[config.mk]
export PLATFORM = sky130hd
export DESIGN_NAME = half_pwm_burst_ctrl
export DESIGN_NICKNAME = d
export VERILOG_FILES = /design/src/rtl/half_pwm_pkg.sv /design/src/rtl/pwm_watchdog.sv /design/src/rtl/half_pwm_burst_ctrl.sv
export SDC_FILE = /design/constraint.sdc
export NUM_CORES = 1
export LEC_CHECK = 0
export BUFFER_PORTS_ARGS = -buffer_cell sky130_fd_sc_hd__buf_2
export CAP_MARGIN = 20
export CORE_MARGIN = 8
export CORE_UTILIZATION = 55
export CTS_CLUSTER_SIZE = 8
export DETAILED_ROUTE_END_ITERATION = 7
export HOLD_SLACK_MARGIN = 0.15
export PLACE_DENSITY = 0.89
export SLEW_MARGIN = 10
export SYNTH_ARGS = -nofsm -noshare
export SYNTH_HDL_FRONTEND = slang
export SYNTH_HIERARCHICAL = 1
export SYNTH_SLANG_ARGS = --single-unit
export TNS_END_PERCENT = 20
[constraint.sdc]
create_clock -name io_clk -period 6.68 [get_ports io_clk]
set_clock_uncertainty 0.05 [all_clocks]
set_input_delay 0.668 -clock io_clk [delete_from_list [all_inputs] [get_ports io_clk]]
set_output_delay 0.668 -clock io_clk [all_outputs]
set_load 0.01 [all_outputs]
[src/rtl/half_pwm_pkg.sv]
// Shared types and constants for the half-bridge PWM burst sequencer and
// the half_pwm_die generator it drives.
package half_pwm_pkg;

   typedef enum logic [2:0] {
      ST_IDLE       = 3'd0,
      ST_FIRE       = 3'd1,
      ST_WAIT_PULSE = 3'd2,
      ST_GAP        = 3'd3,
      ST_FINISH     = 3'd4,
      ST_ABORT      = 3'd5
   } state_e;

   // Cycles the generator is held disabled after an abort or watchdog expiry.
   localparam int ABORT_HOLD = 2;

   // Default field widths, matching half_pwm_die.
   localparam int RAM_WIDTH_DEF = 32;
   localparam int CNT_WIDTH_DEF = 16;

endpackage

[src/rtl/pwm_watchdog.sv]
// Cycle watchdog: counts enabled cycles since the last clear and flags
// expiry on the cycle the count reaches TIMEOUT_CYCLES-1.
module pwm_watchdog #(
   parameter int TIMEOUT_CYCLES = 65536
) (
   input  logic clk_i,
   input  logic rst_ni,
   input  logic clear_i,
   input  logic enable_i,
   output logic expire_o
);

   localparam int WD_W = $clog2(TIMEOUT_CYCLES) + 1;
   // The counter reads 0 in the first enabled cycle, so expiry is one count early.
   localparam logic [WD_W-1:0] WD_LAST = WD_W'(TIMEOUT_CYCLES - 2);

   logic [WD_W-1:0] cnt_q, cnt_d;

   always_comb begin
      cnt_d = cnt_q;
      if (clear_i) begin
         cnt_d = '0;
      end else if (enable_i && (cnt_q != WD_LAST)) begin
         cnt_d = cnt_q + 1'b1;
      end
   end

   always_ff @(posedge clk_i or negedge rst_ni) begin
      if (!rst_ni) begin
         cnt_q <= '0;
      end else begin
         cnt_q <= cnt_d;
      end
   end

   assign expire_o = enable_i && !clear_i && (cnt_q == WD_LAST);

endmodule

[src/rtl/half_pwm_burst_ctrl.sv]
// Burst sequencer for half_pwm_die: shadows a burst command, strobes the
// generator once per pulse, counts completions, and handles abort/watchdog.
module half_pwm_burst_ctrl
   import half_pwm_pkg::*;
#(
   parameter int _RAM_WIDTH     = RAM_WIDTH_DEF,
   parameter int CNT_WIDTH      = CNT_WIDTH_DEF,
   parameter int TIMEOUT_CYCLES = 65536
) (
   input  logic                  io_clk,
   input  logic                  io_rst_n,
   input  logic                  cmd_valid,
   output logic                  cmd_ready,
   input  logic [CNT_WIDTH-1:0]  cmd_pulse_cnt,
   input  logic [_RAM_WIDTH-1:0] cmd_die_period,
   input  logic [_RAM_WIDTH-1:0] cmd_pulse_period,
   input  logic [_RAM_WIDTH-1:0] cmd_gap,
   input  logic                  cmd_default_level,
   input  logic                  abort,
   output logic                  pwm_en,
   output logic                  pwm_dis,
   output logic [_RAM_WIDTH-1:0] die_period,
   output logic [_RAM_WIDTH-1:0] pulse_period,
   output logic                  default_level,
   input  logic                  pulse_valid,
   output logic                  busy,
   output logic                  done,
   output logic                  aborted,
   output logic                  timeout,
   output logic [CNT_WIDTH-1:0]  pulses_done
);

   localparam int HOLD_W = $clog2(ABORT_HOLD + 1);
   localparam logic [HOLD_W-1:0] HOLD_LAST = HOLD_W'(ABORT_HOLD - 1);

   state_e                state_q, state_d;
   logic [CNT_WIDTH-1:0]  cnt_q, cnt_d;
   logic [CNT_WIDTH-1:0]  pulses_q, pulses_d, pulses_inc;
   logic [_RAM_WIDTH-1:0] die_q, die_d;
   logic [_RAM_WIDTH-1:0] width_q, width_d;
   logic [_RAM_WIDTH-1:0] gap_q, gap_d;
   logic [_RAM_WIDTH-1:0] gap_cnt_q, gap_cnt_d;
   logic                  level_q, level_d;
   logic                  timeout_q, timeout_d;
   logic [HOLD_W-1:0]     hold_q, hold_d;

   logic accept;
   logic last_pulse;
   logic gap_done;
   logic hold_last;
   logic wd_clear;
   logic wd_enable;
   logic wd_expire;

   function automatic logic [CNT_WIDTH-1:0] sat_inc(input logic [CNT_WIDTH-1:0] v);
      return (&v) ? v : v + 1'b1;
   endfunction

   assign accept     = (state_q == ST_IDLE) && cmd_valid;
   assign pulses_inc = sat_inc(pulses_q);
   assign last_pulse = (pulses_inc == cnt_q);
   assign gap_done   = (gap_cnt_q == '0);
   assign hold_last  = (hold_q == HOLD_LAST);
   assign wd_clear   = (state_q == ST_FIRE);
   assign wd_enable  = (state_q == ST_WAIT_PULSE);

   pwm_watchdog #(
      .TIMEOUT_CYCLES(TIMEOUT_CYCLES)
   ) u_watchdog (
      .clk_i   (io_clk),
      .rst_ni  (io_rst_n),
      .clear_i (wd_clear),
      .enable_i(wd_enable),
      .expire_o(wd_expire)
   );

   always_ff @(posedge io_clk or negedge io_rst_n) begin
      if (!io_rst_n) begin
         state_q <= ST_IDLE;
      end else begin
         state_q <= state_d;
      end
   end

   // Abort outranks everything, including a pulse that would end the burst.
   always_comb begin
      state_d = state_q;
      case (state_q)
         ST_IDLE: begin
            if (cmd_valid) begin
               state_d = (cmd_pulse_cnt == '0) ? ST_FINISH : ST_FIRE;
            end
         end
         ST_FIRE: begin
            state_d = abort ? ST_ABORT : ST_WAIT_PULSE;
         end
         ST_WAIT_PULSE: begin
            if (abort) begin
               state_d = ST_ABORT;
            end else if (pulse_valid) begin
               if (last_pulse) begin
                  state_d = ST_FINISH;
               end else if (gap_q == '0) begin
                  state_d = ST_FIRE;
               end else begin
                  state_d = ST_GAP;
               end
            end else if (wd_expire) begin
               state_d = ST_ABORT;
            end
         end
         ST_GAP: begin
            if (abort) begin
               state_d = ST_ABORT;
            end else if (gap_done) begin
               state_d = ST_FIRE;
            end
         end
         ST_FINISH: begin
            state_d = ST_IDLE;
         end
         ST_ABORT: begin
            if (hold_last) begin
               state_d = ST_IDLE;
            end
         end
         default: begin
            state_d = ST_IDLE;
         end
      endcase
   end

   always_comb begin
      cnt_d     = cnt_q;
      die_d     = die_q;
      width_d   = width_q;
      gap_d     = gap_q;
      level_d   = level_q;
      pulses_d  = pulses_q;
      gap_cnt_d = gap_cnt_q;
      timeout_d = timeout_q;
      hold_d    = '0;
      if (accept) begin
         cnt_d     = cmd_pulse_cnt;
         die_d     = cmd_die_period;
         width_d   = cmd_pulse_period;
         gap_d     = cmd_gap;
         level_d   = cmd_default_level;
         pulses_d  = '0;
         timeout_d = 1'b0;
      end
      case (state_q)
         ST_WAIT_PULSE: begin
            if (pulse_valid) begin
               pulses_d = pulses_inc;
               if (gap_q != '0) begin
                  gap_cnt_d = gap_q - 1'b1;
               end
            end else if (wd_expire) begin
               timeout_d = 1'b1;
            end
         end
         ST_GAP: begin
            if (!gap_done) begin
               gap_cnt_d = gap_cnt_q - 1'b1;
            end
         end
         ST_ABORT: begin
            hold_d = hold_q + 1'b1;
         end
         default: begin
         end
      endcase
   end

   always_ff @(posedge io_clk or negedge io_rst_n) begin
      if (!io_rst_n) begin
         cnt_q     <= '0;
         die_q     <= '0;
         width_q   <= '0;
         gap_q     <= '0;
         level_q   <= 1'b0;
         pulses_q  <= '0;
         gap_cnt_q <= '0;
         timeout_q <= 1'b0;
         hold_q    <= '0;
      end else begin
         cnt_q     <= cnt_d;
         die_q     <= die_d;
         width_q   <= width_d;
         gap_q     <= gap_d;
         level_q   <= level_d;
         pulses_q  <= pulses_d;
         gap_cnt_q <= gap_cnt_d;
         timeout_q <= timeout_d;
         hold_q    <= hold_d;
      end
   end

   always_comb begin
      cmd_ready = 1'b0;
      busy      = 1'b1;
      pwm_en    = 1'b0;
      pwm_dis   = 1'b0;
      done      = 1'b0;
      aborted   = 1'b0;
      case (state_q)
         ST_IDLE: begin
            cmd_ready = 1'b1;
            busy      = 1'b0;
         end
         ST_FIRE: begin
            pwm_en = 1'b1;
         end
         ST_FINISH: begin
            done = 1'b1;
         end
         ST_ABORT: begin
            pwm_dis = 1'b1;
            aborted = hold_last;
         end
         default: begin
         end
      endcase
   end

   assign die_period    = die_q;
   assign pulse_period  = width_q;
   assign default_level = level_q;
   assign timeout       = timeout_q;
   assign pulses_done   = pulses_q;

endmodule

Yosys cells after proc, flatten, opt, wreduce, memory -nomap -nowiden
Cells that the tools add are included. Widths: inputs -> output; s select.

Add/sub/neg operators: 5. Equality and inequality tests: 16. Muxes and demuxes: 33. Reductions and logical operators: 15.

Operators with widths (number): $mux 32 (3); $logic_not 32->1 (2); $mux 16 (4); $pmux 32 s2 (1); $sub 32x1->32 const B (2); $mux 17 (2); $reduce_bool 32->1 (1); $mux 3 (10); $add 17x1->17 const B (1); $eq 17x16->1 const B (1); $ne 17x16->1 const B (1); $add 16x1->16 const B (1); $eq 16x16->1 (1); $logic_not 16->1 (1); $reduce_and 16->1 (1); $pmux 3 s5 (1); $mux 1 (10); $ne 2x2->1 const B (5); $reduce_and 4->1 (2); $eq 3x2->1 const B (2); $eq 3x3->1 const B (2); $logic_and 1x1->1 (4); $mux 2 (2); $ne 4x4->1 const B (1); 7 further kinds (8).

Register bits: 184. Input bits: 118. Output and inout port bits: 88. Word-level logic and storage cells: 80.

Logic depth before layout (Yosys ltp)
Gate-level depths: netlist of run 1.

Depth in word-level cells: 8. Mapped depth: 13.

Modules after synthesis
The synthesis of run 1 kept the hierarchy.

By module, submodules not included: half_pwm_burst_ctrl (instances 1, cells an instance 1098, area an instance 9110.0 µm²); pwm_watchdog (instances 1, cells an instance 110, area an instance 1017.2 µm²).

Least setup slack after synthesis of run 1
OpenSTA, ideal clock, no wires.

Kind: register -> register. Start point: register state_q[2]. End point: register gap_cnt_q[26]. Setup time: 0.129 ns. Data arrival time: 3.322 ns. Required time: 6.501 ns. Path slack: 3.179 ns. Stages on the path, launching flop included: 14. Path buffers: 5. Clock period less this slack: 3.501 ns. Cells stage by stage: dfrtp_1 buf_2 nand3b_4 buf_6 clkbuf_1 buf_1 clkbuf_1 mux2i_1 ha_1 o21ai_1 nor4_4 nand2_2 and3_1 a2111o_1.

Word-level cells in the longest chain between the ends: 3.

RTL lines: start: declaration (RTL line half_pwm_burst_ctrl.sv:36) `state_e state_q, state_d;`; start signal: assignment (RTL line half_pwm_burst_ctrl.sv:81) `state_q <= state_d;`; $eq 3x2->1 (RTL line half_pwm_burst_ctrl.sv:152) `case (state_q)`; $ne 2x2->1 (no source line) / $reduce_bool 2->1 (equally long branches); $reduce_and 4->1 (no source line); end signal: assignment (RTL line half_pwm_burst_ctrl.sv:194) `gap_cnt_q <= gap_cnt_d;`; end: declaration (RTL line half_pwm_burst_ctrl.sv:42) `logic [_RAM_WIDTH-1:0] gap_cnt_q, gap_cnt_d;`.

Parallel ways exist; a longest one is shown, timed or not. A chain may end at the register's enable or synchronous reset.

Worst setup path after layout of run 1
Start point: register state_q[0]. End point: register gap_cnt_q[26].

The elaborated chain is that of the path after synthesis.

==> results of run 1 <==
## power groups by stage
| stage | logic (mW) | registers [mW] | clock network (mW) |
|---|---|---|---|
| after floorplan | 1.33 | 1.96 | 0 |
| after global placement | 1.90 | 1.99 | 0 |
| final | 1.97 | 2.00 | 0.990 |
| after detailed placement | 1.97 | 2.00 | 0 |
| after global routing | 2.21 | 2.06 | 1.05 |
| after CTS | 1.97 | 1.99 | 1.00 |
## stage by stage
step	power [mW]	instance area [um2]	util (%)
global placement	3.88	11200	62.3
floorplan	3.29	10100	-
global route	5.32	11800	65.5
detailed placement	3.97	11200	62.3
finish	4.96	11800	65.5
CTS	4.97	11800	65.5
## cell families (layout without fill, tap and decap cells)
logic type	Yosys count	count (layout)	share of synthesized area [%]
DFF	184	184	45.5
and+or+nand+nor	666	666	31.4
muxes	34	34	3.76
adders and majority gates	5	5	0.618
AOI/OAI and AO/OA	217	217	14.0
other	0	1	0
xor gates and xnor gates	13	13	1.12
buffers and inverters	89	263	3.58
## final cells by class
class	instances	share of cell area [%]
sequential	184	39.0
inverter	19	0.604
clock buffer	17	3.60
timing repair buffer	212	9.21
multi-input combinational	935	43.9
tap	229	2.43
clock inverter	15	1.24
antenna	1	0.0212
## path summary, 6_finish.rpt
check                                       start                    endpoint  slack [ns]  cells after the start
max in group asynchronous                io_rst_n        cnt_q[3]$_DFFE_PN0P_        4.77                      2
max                        state_q[0]$_DFFE_PN0P_   gap_cnt_q[26]$_DFFE_PN0P_        3.03                      8
min in group io_clk            cmd_die_period[26]  die_period[26]$_DFFE_PN0P_        0.35                      3
max reg2reg                state_q[0]$_DFFE_PN0P_   gap_cnt_q[26]$_DFFE_PN0P_        3.03                      8
min                                      io_rst_n       gap_q[18]$_DFFE_PN0P_        0.27                      1
min reg2reg                   hold_q[0]$_DFF_PN0_         hold_q[0]$_DFF_PN0_        0.40                      1
## worst reg2reg max path, delay by kind of cell, from the launching register on
family | cells | cell delay, ns
DFF | 1 | 0.53
muxes | 1 | 0.45
adders and majority gates | 1 | 0.29
AOI/OAI and AO/OA | 2 | 0.69
and+or+nand+nor | 4 | 1.52
## flip-flops by register name (all words and copies together) (netlist names)
register          flops
cnt_q                16
pulse_period         32
state_q               3
gap_q                32
u_watchdog/cnt_q     17
gap_cnt_q            32
die_period           32
timeout               1
pulses_done          16
default_level         1
hold_q                2
## cell usage in the layout, fill, tap and decap left out, types with 18 or more instances in the layout
cell type,n
sky130_fd_sc_hd__nand2_1,385
sky130_fd_sc_hd__buf_2,204
sky130_fd_sc_hd__dfrtp_1,184
sky130_fd_sc_hd__nor2_1,56
sky130_fd_sc_hd__a21oi_1,50
sky130_fd_sc_hd__o21ai_0,47
sky130_fd_sc_hd__nor3_1,39
sky130_fd_sc_hd__nand4_1,27
sky130_fd_sc_hd__nand3_1,22
sky130_fd_sc_hd__nor4_1,22
sky130_fd_sc_hd__inv_1,19
sky130_fd_sc_hd__mux2i_1,18
sky130_fd_sc_hd__o31ai_1,18
## layer usage
| layer | GRT usage, % | up-vias | wire length, um |
|---|---|---|---|
| li1 | - | 4563 | - |
| met1 | 32.2 | 4556 | 12000 |
| met2 | 40.4 | 420 | 13500 |
| met3 | 7.07 | 51 | 2520 |
| met4 | 8.97 | 0 | 653 |
| met5 | 0 | - | 0 |
==> impl_results.html, run 1 <==
<table>
<tr><th>Metric</th><th>Value</th></tr>
<tr><th colspan="2">Finish</th></tr>
<tr><td>Fraction of layout instances using a drive strength above 1</td><td>21.0%</td></tr>
<tr><td>Flip-flop and latch area</td><td>4600 um2</td></tr>
<tr><td>Fill count</td><td>1485</td></tr>
<tr><td>Area occupied by multi-input gates</td><td>5180 um2</td></tr>
<tr><td>Count of non-filler cells in the finished layout</td><td>1612</td></tr>
<tr><td>Nets@finish</td><td>1492</td></tr>
<tr><td>Area growth from synthesis to layout</td><td>16.6%</td></tr>
<tr><th colspan="2">Job</th></tr>
<tr><td>Max capacitance violation total</td><td>0</td></tr>
<tr><th colspan="2">Yosys</th></tr>
<tr><td>Number of library cell types mapped by synthesis</td><td>84</td></tr>
<tr><td>Number of nets produced by synthesis</td><td>1331</td></tr>
<tr><td>Seq/Total Area, Yosys</td><td>45.5%</td></tr>
<tr><td>Syn. warnings</td><td>6</td></tr>
<tr><td>EDFF count, synth</td><td>0</td></tr>
<tr><td>Async S/R FF share, synth</td><td>100%</td></tr>
<tr><td>Biggest area consumer among synthesized cells</td><td>sky130_fd_sc_hd__dfrtp_1</td></tr>
<tr><td>Most repeated cell in the gate-level netlist after synthesis</td><td>sky130_fd_sc_hd__nand2_1</td></tr>
<tr><td>Top-area cell type share of the netlist area</td><td>45.5%</td></tr>
<tr><td>Netlist area before placement</td><td>10100 um2</td></tr>
<tr><td>Synthesized netlist cell count</td><td>1208</td></tr>
<tr><td>Area contributors post-synth</td><td>sky130_fd_sc_hd__dfrtp_1 (45%), sky130_fd_sc_hd__nand2_1 (14%), sky130_fd_sc_hd__a21oi_1 (2.5%), sky130_fd_sc_hd__o21ai_0 (2.3%), sky130_fd_sc_hd__nor2_1 (2.1%)</td></tr>
<tr><td>Synthesized flop and latch total</td><td>184</td></tr>
<tr><td>Most used standard cells in the synthesized netlist</td><td>sky130_fd_sc_hd__nand2_1 (386), sky130_fd_sc_hd__dfrtp_1 (184), sky130_fd_sc_hd__nor2_1 (57)</td></tr>
<tr><td>Top flip-flop cell by instance count after synthesis</td><td>sky130_fd_sc_hd__dfrtp_1</td></tr>
<tr><td>Avg Synthesized Cell Area</td><td>8.38 um2</td></tr>
<tr><th colspan="2">Power</th></tr>
<tr><td>Sequential group share of total power</td><td>40.4%</td></tr>
<tr><td>Leakage power summed over all cells</td><td>5.75 nW</td></tr>
<tr><td>Fraction of power consumed by the clock network</td><td>19.9%</td></tr>
<tr><td>Total power divided by cell area</td><td>420 nW/um2</td></tr>
<tr><td>Sw Share</td><td>43.1%</td></tr>
<tr><td>Combinational cell fraction of total power</td><td>39.7%</td></tr>
<tr><td>VDD IR max</td><td>0.000264 V</td></tr>
<tr><td>Switching power total</td><td>2.14 mW</td></tr>
<tr><td>Int Power</td><td>2.83 mW</td></tr>
<tr><th colspan="2">Placement</th></tr>
<tr><td>Worst Setup Slack post-DPL</td><td>3.11 ns</td></tr>
<tr><td>Post-DP HPWL</td><td>20500 um</td></tr>
<tr><td>Routability congestion estimate from global placement</td><td>0.945</td></tr>
<tr><td>Number of port buffers</td><td>205</td></tr>
<tr><td>Total placed cells including tap cells</td><td>1579</td></tr>
<tr><th colspan="2">Routing</th></tr>
<tr><td>Wire length per cell after detailed routing</td><td>17.8 um</td></tr>
<tr><td>Remaining design rule violation count</td><td>0</td></tr>
<tr><td>Pre-antenna DRT Iters</td><td>5</td></tr>
<tr><td>Aggregate routed wire length</td><td>28700 um</td></tr>
<tr><td>Via count normalized by instance count</td><td>5.95</td></tr>
<tr><td>Number of design-rule violations left by the first detailed-router iteration</td><td>838</td></tr>
<tr><td>DRT antenna net count</td><td>0</td></tr>
<tr><td>Routed via count</td><td>9590</td></tr>
<tr><th colspan="2">CTS</th></tr>
<tr><td>Clock tree from TritonCTS</td><td>done</td></tr>
<tr><td>CTS Hold Bufs</td><td>0</td></tr>
<tr><td>H-tree level count</td><td>4</td></tr>
<tr><td>Number of buffers inserted to repair setup after CTS</td><td>0</td></tr>
<tr><td># resized after CTS</td><td>0</td></tr>
<tr><td>Clock latency at the later pin of the worst-skew pair</td><td>0.44 ns</td></tr>
<tr><td>Root cell of the clock tree</td><td>sky130_fd_sc_hd__clkbuf_16</td></tr>
<tr><td>Clock Pin Slew Worst Setup and Hold Paths</td><td>0.07 ns</td></tr>
<tr><td>TritonCTS sink count</td><td>184</td></tr>
<tr><td>Clk buf depth</td><td>2</td></tr>
<tr><td>Number of buffers added by the clock tree synthesis step</td><td>17</td></tr>
<tr><th colspan="2">GRT</th></tr>
<tr><td>Global-route wire length before repair</td><td>46700 um</td></tr>
<tr><td>Initial antenna violation count</td><td>1</td></tr>
<tr><td>Maximum number of pins on one net before global-route repair</td><td>108</td></tr>
<tr><td>GRT Util Overall</td><td>25.2%</td></tr>
<tr><td>Global route overflow</td><td>0</td></tr>
<tr><td>Number of global-route vias before repair</td><td>9360</td></tr>
<tr><th colspan="2">Timing</th></tr>
<tr><td>Post-route clock period utilization</td><td>54.6%</td></tr>
<tr><td>Period minus WS final</td><td>3.65 ns</td></tr>
<tr><td>Relative slew margins</td><td>32.6%</td></tr>
<tr><td>Pins Over Slew Limit</td><td>0</td></tr>
<tr><td>Number of endpoints failing setup at the final stage</td><td>0</td></tr>
<tr><td>Worst setup margin</td><td>3.03 ns</td></tr>
<tr><td>Aggregate negative setup slack</td><td>0 ns</td></tr>
<tr><td>FMAX</td><td>0.274 GHz</td></tr>
<tr><td>Hold Fails Final Rpt</td><td>0</td></tr>
<tr><td>RSZ-0062 raised after global routing</td><td>no</td></tr>
<tr><td>Final hold slack</td><td>0.274 ns</td></tr>
<tr><td>Worst slew pin tran</td><td>1.01 ns</td></tr>
<tr><th colspan="2">Setup path</th></tr>
<tr><td>Largest fanout on the critical path</td><td>75</td></tr>
<tr><td>Crit path max-delay cell type</td><td>sky130_fd_sc_hd__nand3b_4</td></tr>
<tr><td>Worst endpoint data arrival time</td><td>3.92 ns</td></tr>
<tr><td>CP cell instances</td><td>nand3b_4, mux2i_1, ha_1, o21ai_1, nor4_4, nand2_2, and3_1, a2111o_1</td></tr>
<tr><td>Start-to-end type of the worst setup path</td><td>register to register</td></tr>
<tr><td>Worst stage delay on the critical path</td><td>0.69 ns</td></tr>
<tr><td>Startpoint class of the critical path</td><td>register</td></tr>
<tr><td>CP delay by family, top</td><td>simple AND/OR/NAND/NOR gates</td></tr>
<tr><td>Worst path buffer plus inverter count</td><td>0</td></tr>
<tr><td>Required time worst endpoint</td><td>6.95 ns</td></tr>
<tr><td>Setup crit end kind</td><td>register</td></tr>
<tr><th colspan="2">Floorplan</th></tr>
<tr><td>Die outline height</td><td>152 um</td></tr>
<tr><td>Count of boundary I/O pins</td><td>206</td></tr>
<tr><td>Die footprint</td><td>23000 um2</td></tr>
<tr><td>Die X</td><td>152 um</td></tr>
<tr><td>Site Rows</td><td>49</td></tr>
<tr><td>Starting density of the core</td><td>56.2%</td></tr>
<tr><td>Core area</td><td>18000 um2</td></tr>
<tr><th colspan="2">Outcome</th></tr>
<tr><td>Outcome</td><td>finished, final reports clean</td></tr>
<tr><th colspan="2">Min path</th></tr>
<tr><td>Worst hold path class</td><td>primary input to asynchronous set/reset pin</td></tr>
</table>
No activity file was read; power rests on OpenSTA's default activity.
==> run 2: changes to the inputs <==
--- a/config.mk
+++ b/config.mk
@@ -5,6 +5,7 @@
 export SDC_FILE = /design/constraint.sdc
 export NUM_CORES = 1
 export LEC_CHECK = 0
+export ABC_AREA = 1
 export BUFFER_PORTS_ARGS = -buffer_cell sky130_fd_sc_hd__buf_2
 export CAP_MARGIN = 20
 export CORE_MARGIN = 8
==> constraint.sdc (replaced) <==
create_clock -name io_clk -period 3.65 [get_ports io_clk]
set_clock_uncertainty 0.05 [all_clocks]
set_input_delay 0.365 -clock io_clk [delete_from_list [all_inputs] [get_ports io_clk]]
set_output_delay 0.365 -clock io_clk [all_outputs]
set_load 0.01 [all_outputs]
==> run 2 against run 1 <==
Compared with the run above:
- sequential share of layout area decreased by 2.0 points
- worst hold slack worse by 0.12 ns
- largest power group is now combinational cells
- critical endpoint unchanged
- flip-flop and latch count did not move
- clock power up 92%
==> impl_results.html, run 2 <==
<table>
<tr><th>Metric</th><th>Value</th></tr>
<tr><th colspan="2">Routing</th></tr>
<tr><td>Aggregate routed wire length</td><td>31500 um (+9.7%)</td></tr>
<tr><td>Number of design-rule violations left by the first detailed-router iteration</td><td>1047 (+25%)</td></tr>
<tr><td>Pre-antenna DRT Iters</td><td>6 (+1)</td></tr>
<tr><td>DRT antenna net count</td><td>0 (unchanged)</td></tr>
<tr><td>Remaining design rule violation count</td><td>0 (unchanged)</td></tr>
<tr><td>Wire length per cell after detailed routing</td><td>19.1 um (+7.4%)</td></tr>
<tr><td>Routed via count</td><td>9481 (-1.1%)</td></tr>
<tr><td>Via count normalized by instance count</td><td>5.76 (-3.2%)</td></tr>
<tr><th colspan="2">Yosys</th></tr>
<tr><td>Avg Synthesized Cell Area</td><td>8.66 um2 (+3.4%)</td></tr>
<tr><td>Seq/Total Area, Yosys</td><td>47.5% (+2.1 points)</td></tr>
<tr><td>Async S/R FF share, synth</td><td>100% (unchanged)</td></tr>
<tr><td>Netlist area before placement</td><td>9690 um2 (-4.3%)</td></tr>
<tr><td>Number of library cell types mapped by synthesis</td><td>43 (-49%)</td></tr>
<tr><td>Most used standard cells in the synthesized netlist</td><td>sky130_fd_sc_hd__nand2_1 (279), sky130_fd_sc_hd__dfrtp_1 (184), sky130_fd_sc_hd__nor2_1 (116)</td></tr>
<tr><td>Syn. warnings</td><td>6 (unchanged)</td></tr>
<tr><td>Synthesized flop and latch total</td><td>184 (unchanged)</td></tr>
<tr><td>Top-area cell type share of the netlist area</td><td>47.5% (+2.1 points)</td></tr>
<tr><td>Area contributors post-synth</td><td>sky130_fd_sc_hd__dfrtp_1 (48%), sky130_fd_sc_hd__nand2_1 (11%), sky130_fd_sc_hd__mux2_2 (9.5%), sky130_fd_sc_hd__nor2_1 (4.5%), sky130_fd_sc_hd__nand3_1 (3.5%)</td></tr>
<tr><td>Synthesized netlist cell count</td><td>1118 (-7.5%)</td></tr>
<tr><td>Biggest area consumer among synthesized cells</td><td>sky130_fd_sc_hd__dfrtp_1</td></tr>
<tr><td>Number of nets produced by synthesis</td><td>1241 (-6.8%)</td></tr>
<tr><td>Top flip-flop cell by instance count after synthesis</td><td>sky130_fd_sc_hd__dfrtp_1</td></tr>
<tr><td>Most repeated cell in the gate-level netlist after synthesis</td><td>sky130_fd_sc_hd__nand2_1</td></tr>
<tr><td>EDFF count, synth</td><td>0 (unchanged)</td></tr>
<tr><th colspan="2">Floorplan</th></tr>
<tr><td>Site Rows</td><td>48 (-2.0%)</td></tr>
<tr><td>Die X</td><td>149 um (-2.0%)</td></tr>
<tr><td>Count of boundary I/O pins</td><td>206 (unchanged)</td></tr>
<tr><td>Core area</td><td>17200 um2 (-4.4%)</td></tr>
<tr><td>Die outline height</td><td>149 um (-2.0%)</td></tr>
<tr><td>Die footprint</td><td>22100 um2 (-3.9%)</td></tr>
<tr><td>Starting density of the core</td><td>56.2% (about the same)</td></tr>
<tr><th colspan="2">GRT</th></tr>
<tr><td>Global-route wire length before repair</td><td>49900 um (+6.9%)</td></tr>
<tr><td>Maximum number of pins on one net before global-route repair</td><td>89 (-18%)</td></tr>
<tr><td>Global route overflow</td><td>0 (unchanged)</td></tr>
<tr><td>GRT Util Overall</td><td>28.5% (+3.3 points)</td></tr>
<tr><td>Number of global-route vias before repair</td><td>9581 (+2.4%)</td></tr>
<tr><td>Initial antenna violation count</td><td>1 (unchanged)</td></tr>
<tr><th colspan="2">Timing</th></tr>
<tr><td>Post-route clock period utilization</td><td>82.2% (+28 points)</td></tr>
<tr><td>Final hold slack</td><td>0.150 ns (-0.124 ns)</td></tr>
<tr><td>FMAX</td><td>0.333 GHz (+22%)</td></tr>
<tr><td>Period minus WS final</td><td>3.00 ns (-0.648 ns)</td></tr>
<tr><td>Number of endpoints failing setup at the final stage</td><td>0 (unchanged)</td></tr>
<tr><td>Worst setup margin</td><td>0.650 ns (-2.38 ns)</td></tr>
<tr><td>Aggregate negative setup slack</td><td>0 ns (unchanged)</td></tr>
<tr><td>Worst slew pin tran</td><td>0.873 ns (-0.137 ns)</td></tr>
<tr><td>Relative slew margins</td><td>41.7% (+9.1 points)</td></tr>
<tr><td>Pins Over Slew Limit</td><td>0 (unchanged)</td></tr>
<tr><td>Hold Fails Final Rpt</td><td>0 (unchanged)</td></tr>
<tr><td>RSZ-0062 raised after global routing</td><td>no</td></tr>
<tr><th colspan="2">Job</th></tr>
<tr><td>Max capacitance violation total</td><td>0 (unchanged)</td></tr>
<tr><th colspan="2">Setup path</th></tr>
<tr><td>Setup crit end kind</td><td>register</td></tr>
<tr><td>Largest fanout on the critical path</td><td>58 (-23%)</td></tr>
<tr><td>Required time worst endpoint</td><td>3.96 ns (-2.99 ns)</td></tr>
<tr><td>CP cell instances</td><td>nor2_4, nand2_4, o21ai_2, ha_1, inv_1, nor2_4, nand2_2, nor2_4, nand2_2, nor3_4, nand3_1, nand2_1, nand2_1, o21ai_1</td></tr>
<tr><td>Crit path max-delay cell type</td><td>sky130_fd_sc_hd__dfrtp_1</td></tr>
<tr><td>Worst stage delay on the critical path</td><td>0.45 ns (-0.24 ns)</td></tr>
<tr><td>Startpoint class of the critical path</td><td>register</td></tr>
<tr><td>Worst endpoint data arrival time</td><td>3.31 ns (-0.61 ns)</td></tr>
<tr><td>Crit path top cell by count</td><td>sky130_fd_sc_hd__nor2_4</td></tr>
<tr><td>Start-to-end type of the worst setup path</td><td>register to register</td></tr>
<tr><td>Worst reg2reg setup slack</td><td>0.65 ns (-2.38 ns)</td></tr>
<tr><th colspan="2">Placement</th></tr>
<tr><td>Number of port buffers</td><td>205 (unchanged)</td></tr>
<tr><td>Total placed cells including tap cells</td><td>1520 (-3.7%)</td></tr>
<tr><td>Post-DP HPWL</td><td>19900 um (-3.1%)</td></tr>
<tr><td>Worst Setup Slack post-DPL</td><td>0.832 ns (-2.28 ns)</td></tr>
<tr><td>Total cell area at the placement stage</td><td>10900 um2 (-2.8%)</td></tr>
<tr><td>Routability congestion estimate from global placement</td><td>0.901 (-4.7%)</td></tr>
<tr><th colspan="2">CTS</th></tr>
<tr><td>TritonCTS sink count</td><td>184 (unchanged)</td></tr>
<tr><td>Clk buf depth</td><td>2 (unchanged)</td></tr>
<tr><td>Root cell of the clock tree</td><td>sky130_fd_sc_hd__clkbuf_16</td></tr>
<tr><td>Number of buffers inserted to repair setup after CTS</td><td>0 (unchanged)</td></tr>
<tr><td>Clock tree from TritonCTS</td><td>done</td></tr>
<tr><td>Clock latency at the later pin of the worst-skew pair</td><td>0.44 ns (about the same)</td></tr>
<tr><td>Clock Pin Slew Worst Setup and Hold Paths</td><td>0.07 ns (about the same)</td></tr>
<tr><td>Number of buffers added by the clock tree synthesis step</td><td>17 (unchanged)</td></tr>
<tr><td>H-tree level count</td><td>4 (unchanged)</td></tr>
<tr><th colspan="2">Finish</th></tr>
<tr><td>Top library cells by usage in the layout, fill and taps aside</td><td>sky130_fd_sc_hd__nand2_1 (278), sky130_fd_sc_hd__buf_2 (204), sky130_fd_sc_hd__dfrtp_1 (184), sky130_fd_sc_hd__nor2_1 (116), sky130_fd_sc_hd__dlygate4sd3_1 (93)</td></tr>
<tr><td>Fraction of layout instances using a drive strength above 1</td><td>27.1% (+6.1 points)</td></tr>
<tr><td>Area growth from synthesis to layout</td><td>28.5%</td></tr>
<tr><td>Nets@finish</td><td>1530 (+2.5%)</td></tr>
<tr><td>Count of non-filler cells in the finished layout</td><td>1647 (+2.2%)</td></tr>
<tr><td>Post-route standard cell area excluding fillers</td><td>12400 um2 (+5.5%)</td></tr>
<tr><td>Fill count</td><td>1107 (-25%)</td></tr>
<tr><td>Final core utilization</td><td>72.2% (+6.7 points)</td></tr>
<tr><td>Most common cell after layout, fill and taps aside</td><td>sky130_fd_sc_hd__nand2_1</td></tr>
<tr><th colspan="2">Outcome</th></tr>
<tr><td>Outcome</td><td>finished, final reports clean</td></tr>
<tr><th colspan="2">Power</th></tr>
<tr><td>VDD IR max</td><td>0.000524 V (+98%)</td></tr>
<tr><td>Leakage power summed over all cells</td><td>6.06 nW (+5.4%)</td></tr>
<tr><td>Post-layout total power</td><td>9.41 mW (+90%)</td></tr>
<tr><td>Total power divided by cell area</td><td>756 nW/um2 (+80%)</td></tr>
<tr><th colspan="2">Min path</th></tr>
<tr><td>Worst hold path class</td><td>primary input to register</td></tr>
</table>
## run 2: cell count changes after synthesis, sizes merged, moves of 18 or more
| cell | before | now |
|---|---|---|
| nand2 | 387 | 286 |
| inv | 19 | 95 |
| nor2 | 57 | 131 |
| mux2 | 13 | 82 |
| nand3 | 22 | 70 |
| clkbuf | 52 | 21 |
| nor3 | 40 | 10 |
| o31ai | 18 | 0 |
## run 2: layout make-up
| type | count | area, um2 | area share (%) |
|---|---|---|---|
| clock inverters | 13 | 154 | 1.24 |
| flip-flops and latches | 184 | 4600 | 37.0 |
| inverters | 96 | 360 | 2.89 |
| multi-input cells | 801 | 4530 | 36.4 |
| diodes | 2 | 5.00 | 0.0402 |
| well taps | 225 | 282 | 2.26 |
| clock buffers | 19 | 443 | 3.56 |
| repair buffers | 307 | 2070 | 16.6 |
## run 2: per-layer routing
metal | global-route usage [%] | vias to the layer above | wire length (um)
met1 | 31.5 | 4487 | 11100
li1 | - | 4272 | -
met3 | 6.08 | 169 | 2230
met5 | 0 | - | 0
met2 | 49.9 | 553 | 16300
met4 | 16.6 | 0 | 1840
## run 2: final timing paths
| path | endpoint | cells after the start | start |
|---|---|---|---|
| min in group asynchronous | pulses_done[2]$_DFF_PN0_ | 2 | io_rst_n |
| worst max-delay path | gap_cnt_q[26]$_DFFE_PN0P_ | 14 | state_q[2]$_DFFE_PN0P_ |
| worst min register to register | hold_q[0]$_DFF_PN0_ | 1 | hold_q[0]$_DFF_PN0_ |
| max in group asynchronous | die_period[1]$_DFFE_PN0P_ | 3 | io_rst_n |
| worst max register to register | gap_cnt_q[26]$_DFFE_PN0P_ | 14 | state_q[2]$_DFFE_PN0P_ |
| worst min-delay path | gap_q[20]$_DFFE_PN0P_ | 3 | cmd_gap[20] |
## run 2: cell families after synthesis
logic type | Yosys count | share of synthesized area (%)
fa+ha+maj | 5 | 0.646
compound gates | 124 | 7.30
simple gates | 557 | 25.9
buf+inv | 133 | 5.76
xor+xnor | 27 | 2.44
flops | 184 | 47.5
mux | 88 | 10.4
## run 2: power by group
part,internal [mW],switching (mW),total [mW]
Clock,0.998,0.905,1.90
Combinational,1.59,2.33,3.92
Sequential,2.89,0.692,3.59
## run 2: repair_timing
item,CTS,global route
gates resized for setup,0,0
hold buffers,93,0
hold endpoints to repair,178,0
## run 2: critical path, delay by kind of cell, from the launching register on
kind,cells,cell delay (ns)
compound gates,2,0.52
simple gates,10,1.60
fa+ha+maj,1,0.20
buf+inv,1,0.08
flops,1,0.45
